### src/rtl/reg_list_sequencer.sv
// Load/store-multiple sequencer: walks a 16-bit register list one memory transfer per register.
// Define RLS_WRITEBACK_EN to include the base-writeback (WB) state; otherwise W is ignored.
module reg_list_sequencer #(
  parameter int DW = 32
) (
  input  logic          CLK,
  input  logic          RST,
  input  logic          START,
  input  logic          L,
  input  logic          U,
  input  logic          P,
  input  logic          W,
  input  logic [15:0]   RLIST,
  input  logic [3:0]    RN,
  input  logic [DW-1:0] BASE,
  input  logic          MEM_RDY,
  input  logic [DW-1:0] MEM_RD_DATA,
  input  logic [DW-1:0] PD,
  output logic          BUSY,
  output logic          DONE,
  output logic          MEM_EN,
  output logic          MEM_WE,
  output logic [DW-1:0] MEM_ADDR,
  output logic [DW-1:0] MEM_WR_DATA,
  output logic [3:0]    SD,
  output logic [3:0]    C,
  output logic [DW-1:0] PW,
  output logic          RFLd
);

  typedef enum logic [2:0] {
    S_IDLE  = 3'd0,
    S_SETUP = 3'd1,
    S_XFER  = 3'd2,
    S_WB    = 3'd3,
    S_DONE  = 3'd4
  } state_t;

  function automatic logic [4:0] f_popcount(input logic [15:0] v);
    logic [4:0] n;
    n = 5'd0;
    for (int i = 0; i < 16; i++) n = n + {4'd0, v[i]};
    return n;
  endfunction

  function automatic logic [3:0] f_lowest(input logic [15:0] v);
    logic [3:0] idx;
    idx = 4'd0;
    for (int i = 15; i >= 0; i--) if (v[i]) idx = 4'(i);
    return idx;
  endfunction

  state_t        r_state, w_next;
  logic          r_l, r_u, r_p, r_w, r_wb;
  logic [15:0]   r_mask;
  logic [3:0]    r_rn;
  logic [DW-1:0] r_base, r_addr, r_final;

  logic [4:0]    w_cnt;
  logic [DW-1:0] w_n4, w_start, w_final;
  logic [3:0]    w_cur;
  logic          w_last, w_wb_ok;

  assign w_cnt   = f_popcount(r_mask);
  assign w_n4    = DW'({w_cnt, 2'b00});
  assign w_start = r_u ? (r_p ? r_base + DW'(32'd4) : r_base)
                       : (r_p ? r_base - w_n4 : r_base - w_n4 + DW'(32'd4));
  assign w_final = r_u ? r_base + w_n4 : r_base - w_n4;
  assign w_cur   = f_lowest(r_mask);
  assign w_last  = (r_mask & (r_mask - 16'd1)) == 16'd0;
  // A loaded base register must keep its loaded value, so writeback is dropped then.
`ifdef RLS_WRITEBACK_EN
  assign w_wb_ok = r_w && (r_mask != 16'd0) && !(r_l && r_mask[r_rn]);
`else
  assign w_wb_ok = r_w & 1'b0;
`endif
  assign MEM_WR_DATA = PD;

  always_ff @(posedge CLK) begin
    if (RST) begin
      r_state <= S_IDLE;
      r_l     <= 1'b0;
      r_u     <= 1'b0;
      r_p     <= 1'b0;
      r_w     <= 1'b0;
      r_wb    <= 1'b0;
      r_mask  <= 16'd0;
      r_rn    <= 4'd0;
      r_base  <= '0;
      r_addr  <= '0;
      r_final <= '0;
    end else begin
      r_state <= w_next;
      case (r_state)
        S_IDLE: begin
          if (START) begin
            r_l    <= L;
            r_u    <= U;
            r_p    <= P;
            r_w    <= W;
            r_mask <= RLIST;
            r_rn   <= RN;
            r_base <= BASE;
          end
        end
        S_SETUP: begin
          r_addr  <= w_start;
          r_final <= w_final;
          r_wb    <= w_wb_ok;
        end
        S_XFER: begin
          if (MEM_RDY) begin
            r_mask <= r_mask & (r_mask - 16'd1);
            r_addr <= r_addr + DW'(32'd4);
          end
        end
        default: begin
        end
      endcase
    end
  end

  always_comb begin
    w_next   = r_state;
    BUSY     = 1'b1;
    DONE     = 1'b0;
    MEM_EN   = 1'b0;
    MEM_WE   = 1'b0;
    MEM_ADDR = '0;
    SD       = 4'd0;
    C        = 4'd0;
    PW       = '0;
    RFLd     = 1'b0;
    case (r_state)
      S_IDLE: begin
        BUSY = 1'b0;
        if (START) w_next = S_SETUP;
      end
      S_SETUP: begin
        w_next = (r_mask == 16'd0) ? S_DONE : S_XFER;
      end
      S_XFER: begin
        MEM_EN   = 1'b1;
        MEM_WE   = ~r_l;
        MEM_ADDR = r_addr;
        SD       = w_cur;
        if (MEM_RDY) begin
          if (r_l) begin
            RFLd = 1'b1;
            C    = w_cur;
            PW   = MEM_RD_DATA;
          end
          if (w_last) w_next = r_wb ? S_WB : S_DONE;
        end
      end
      S_WB: begin
        RFLd   = 1'b1;
        C      = r_rn;
        PW     = r_final;
        w_next = S_DONE;
      end
      S_DONE: begin
        DONE   = 1'b1;
        w_next = S_IDLE;
      end
      default: begin
        BUSY   = 1'b0;
        w_next = S_IDLE;
      end
    endcase
  end

endmodule

### config.mk
export PLATFORM = sky130hd
export DESIGN_NAME = reg_list_sequencer
export DESIGN_NICKNAME = d
export VERILOG_FILES = /design/src/rtl/reg_list_sequencer.sv
export SDC_FILE = /design/constraint.sdc
export NUM_CORES = 1
export LEC_CHECK = 0
export ABC_AREA = 1
export CAP_MARGIN = 40
export CORE_ASPECT_RATIO = 0.6
export CORE_MARGIN = 3
export CORE_UTILIZATION = 29
export CTS_CLUSTER_SIZE = 20
export DETAILED_ROUTE_END_ITERATION = 12
export PLACE_DENSITY = 0.47
export SLEW_MARGIN = 20
export SYNTH_ARGS = -nofsm -noshare
export SYNTH_HDL_FRONTEND = slang
export SYNTH_SLANG_ARGS = --single-unit
### constraint.sdc
create_clock -name CLK -period 7.74 [get_ports CLK]
set_clock_uncertainty 0.15 [all_clocks]
set_input_delay 0.774 -clock CLK [delete_from_list [all_inputs] [get_ports CLK]]
set_output_delay 0.774 -clock CLK [all_outputs]
set_load 0.01 [all_outputs]
==> Word-level counts from Yosys, hierarchy flattened <==
Cells that the tools add are included.
Widths: inputs -> output; s select.
{ "totals": {"ff_bits": 122, "output_inout_bits": 109, "elab_cells": 94} }
{ "op_classes": {"add_sub_neg": 21, "eq_ne": 7, "mux": 45, "n_bitwise": 2, "reduce_logical": 10} }
{ "ops": {"columns": ["cell", "count"], "rows": [
  ["$mux 32", 8],
  ["$pmux 32 s2", 2],
  ["$add 32x3->32 const B", 3],
  ["$mux 4", 19],
  ["$add 5x1->5", 11],
  ["$add 32x7->32", 1],
  ["$logic_not 16->1", 2],
  ["$mux 16", 2],
  ["$pmux 16 s2", 1],
  ["$sub 32x7->32", 1],
  ["$and 16x16->16", 1],
  ["$sub 16x1->16 const B", 1],
  ["$mux 3", 4],
  ["$pmux 3 s4", 1],
  ["$pmux 4 s2", 1],
  ["$eq 3x2->1 const B", 2],
  ["$mux 1", 6],
  ["$ne 2x2->1 const B", 3],
  ["$reduce_and 3->1", 2],
  ["$add 4x1->5", 1],
  ["$add 3x1->4", 1],
  ["$reduce_and 2->1", 2],
  ["$reduce_bool 2->1", 2],
  ["$reduce_or 4->1", 1],
  ["7 further kinds", 7]
]} }

==> Depth between registers and ports, before layout <==
{ "depth": {"ltp_word": 20, "depth_mapped": 33, "mapped_depth_nobuf": 33} }

==> Worst setup path before layout <==
OpenSTA, ideal clock, no wires.
{ "synth_path": {"path_type": "reg2reg", "start": "register r_mask[0]", "end": "register r_addr[21]", "t_arrival_ps": 5079, "required_ps": 7471, "path_slack_ps": 2391, "stages_incl_launch_ff": 29, "cell_sequence": "dfxtp_1 inv_1 fa_1 fa_1 fa_1 fa_1 inv_1 ha_1 fa_1 xor2_1 ha_1 buf_6 inv_2 nor2_1 inv_1 nand3_2 buf_6 nand2_2 nand2_1 nand2_1 nand3_1 nor2_2 nand3_1 nor2_4 nand2_1 nand2_1 nand2_1 o21ai_1 a21oi_1"} }
{ "synth_via": {"elab_chain_cells": 20} }
{ "synth_rtl": {"columns": ["element", "line_no", "source"], "rows": [
  ["start: declaration", "55", "logic [15:0] r_mask;"],
  ["start signal: assignment", "113", "r_mask <= r_mask & (r_mask - 16'd1);"],
  ["$add 1x1->2 (*)", "42", "for (int i = 0; i < 16; i++) n = n + {4'd0, v[i]};"],
  ["$add 2x1->3 (*)", "42", null],
  ["$add 3x1->4 (*)", "42", null],
  ["$add 4x1->5 (*)", "42", null],
  ["$add 5x1->5 (*) (11 in a row)", "42", null],
  ["$sub 32x7->32 (*)", "67", ": (r_p ? r_base - w_n4 : r_base - w_n4 + DW'(32'd4));"],
  ["$add 32x3->32", "67", null],
  ["$mux 32 (*)", "67", null],
  ["$mux 32 (*)", "66", "assign w_start = r_u ? (r_p ? r_base + DW'(32'd4) : r_base)"],
  ["$pmux 32 s2 (*)", "94", "case (r_state)"],
  ["end signal: assignment", "107", "r_addr <= w_start;"],
  ["end signal: assignment", "114", "r_addr <= r_addr + DW'(32'd4);"],
  ["end: declaration", "57", "logic [DW-1:0] r_base, r_addr, r_final;"]
]} }
Every way passes the cells marked *; elsewhere a longest branch is shown, timed or not.
A chain may end at the register's enable or synchronous reset.

==> Final worst setup path <==
{ "layout_path": {"start": "register r_mask[0]", "end": "register r_addr[30]"} }
Same word-level chain as after synthesis.

==> results.yml <==
die:
  initial_core_util: 0.2995
  dieArea_um2: 39270
  num_io_pins: 233
  core_um2: 35680
  fp.dieW_um: 253.8
  core.rowCount: 53
  fp.dieH_um: 154.7
cts:
  htree_levels: 4
  clkSinkCount: 122
  cts_tree: "built"
  clk_latency_ps: 450
  cts_buffers: 17
  path_clk_slew_ps: 70
  cts_hold_buf: 0
  cts_resized: 0
  max-clock-path-buffers: 2
  root_buffer: "clkbuf_16"
  post_cts_buffers: 0
grt:
  grt_first_pass_wirelength_um: 69070
  grt_overflow: 0
  groute.usage.overall: 0.2300
  grt_pass1_vias: 11333
  antenna_found_initial: 0
  grt_max_degree: 77
drt:
  drt-wirelength-per-cell_um: 19.38
  dr.pass1.iters: 5
  routed_wl_um: 45220
  vias_per_cell: 5.176
  drt_iter0_drc: 1175
  drc: 0
  drtAntennaViolNets: 0
  vias: 12081
layout:
  design_area_um2: 13200
  syn_to_final_growth_pct: 23.51
  final_cell_mix: "nand2_1 (391), inv_1 (210), nor2_1 (200), clkdlybuf4s50_1 (167), o21ai_0 (155)"
  mostFrequentLayoutCell: "nand2_1"
  fin_cells: 2334
  fin_util: 0.3700
  final_layout_size_suffix_gt1_frac: 0.05088
  antenna_cells: 0
  nets: 2011
synthesis:
  ys.flop_type: "dfxtp_1"
  synth_seq_area_share: 0.2285
  yosysWarnings: 0
  synth-edff-count: 0
  synth.avg_cell_area_um2: 6.017
  ys_seq_elements: 122
  synthArstFlopShare: 0
  ys_types: 45
  syn_inst: 1776
  yosys-top-cells-area: "dfxtp_1 (23%), nand2_1 (14%), inv_1 (7.5%), o21ai_0 (7.3%), nor2_1 (7.1%)"
  yosysTopAreaCell: "dfxtp_1"
  synth_area_um2: 10690
  synth_top_area_frac: 0.2285
  syn_nets: 1933
sta:
  hold_violations: 0
  hold_ws_ps: 310.9
  fin_crit_sh: 0.8453
  fin_ws_ps: 1197
  fin_setup_tns_ps: 0
  maxSlewHeadroom: 0.4676
  drv_slew: 0
  setup_viol: 0
  fmax_mhz: 152.8
  tightest_slew_ps: 798.6
  rsz0062_at_grt: "false"
  fin_crit_ps: 6543
place:
  place_hpwl_um: 34960
  gp_congestion: 0.9211
  port_buffers: 167
  place_area_um2: 12530
  dp.cells: 2301
  post-place-ws_ps: 1333
critical_path:
  endpoint_kind: "flop"
  path_class: "reg -> reg"
  cp_slowest_cell: "fa_1"
  required_ps: 7970
  start_kind: "flop"
  cp_max_fo: 8
  crit_buf_inv: 2
  cp_top_family: "adder cells"
  worst_ep_arrival_time_ps: 6770
  cpPeakStageDelay_ps: 600
  critPathMostFrequentCell: "nand2_1"
status:
  status: "finished clean"
min_path:
  hold_class: "reg -> reg"
power:
  p_total_mw: 4.339
  power_density_nw_per_um2: 328.8
  p_leak_nw: 5.270
  irDropWorstVdd_mv: 0.1991
flow_run:
  max_cap_violations: 0
[synth_stat cells (2+ instances only)]
master and count:
a211o_1 3, a211oi_1 8, a21oi_1 140, a31oi_1 25, a32o_1 28, a41oi_1 2
buf_1 7, buf_2 7, buf_4 32, buf_6 3, clkbuf_1 75, dfxtp_1 122
fa_1 12, ha_1 21, inv_1 213, inv_2 8, nand2_1 391, nand2_2 4
nand3_1 123, nand3_2 2, nand3b_1 5, nand4_1 32, nor2_1 203, nor2_2 13
nor2_4 4, nor3_1 28, nor3_2 3, nor3b_1 2, nor4_1 14, o211ai_1 28
o21ai_0 155, o21ai_1 3, o21bai_1 2, o221ai_1 2, o22ai_1 4, o311ai_0 3
or2_2 2, xor2_1 40
[report_power, final]
part / internal, mW / switching (mW) / leakage [nW]
sequential: 0.721 / 0.119 / 1.00
combinational: 0.788 / 1.78 / 3.95
clock: 0.591 / 0.342 / 0.317
[worst register-to-register path: cells and delay by family (launching register included)]
kind	cells	cell delay, ps
compound gates	2	360
xor+xnor	1	250
fa+ha+maj	7	3050
buf+inv	2	170
flops	1	370
simple gates	13	2130
[flip-flops by register name (all words and copies together), names as in the netlist]
register,cells
r_addr,32
r_base,32
r_final,32
r_mask,16
r_rn,4
r_state,3
r_l,1
r_p,1
r_u,1
[logic make-up after synthesis]
group                    count (synthesis)  share of synthesized area
buffers and inverters                  345                     0.1353
XOR/XNOR                                41                    0.03360
AO/OA/AOI/OAI                          406                     0.2200
flip-flops                             122                     0.2285
AND/OR/NAND/NOR                        829                     0.3354
adder cells (fa/ha/maj)                 33                    0.04707
[metal layers]
| layer | track usage | part of all wire |
|---|---|---|
| met5 | 0 | 0 |
| met4 | 0.04880 | 0.013 |
| met3 | 0.04571 | 0.062 |
| met2 | 0.3374 | 0.42 |
| met1 | 0.3447 | 0.51 |
[cell type report]
type / instances / area (um2)
well taps: 467 / 584.3
multi-input cells: 1309 / 6825
clock buffers: 19 / 452.9
inverters: 221 / 830.8
clock inverters: 13 / 212.7
repair buffers: 183 / 1849
fillers: 3986 / 22480
flip-flops and latches: 122 / 2444
[final timing paths]
kind                                 from         end  slack, ps  cells past startpoint
worst min-delay path              r_rn[2]     r_rn[2]        310                      2
worst max register to register  r_mask[0]  r_addr[30]       1200                     25
worst min register to register    r_rn[2]     r_rn[2]        310                      2
worst max-delay path            r_mask[0]  r_addr[30]       1200                     25
Note: power is estimated with default switching activity, not from simulation.
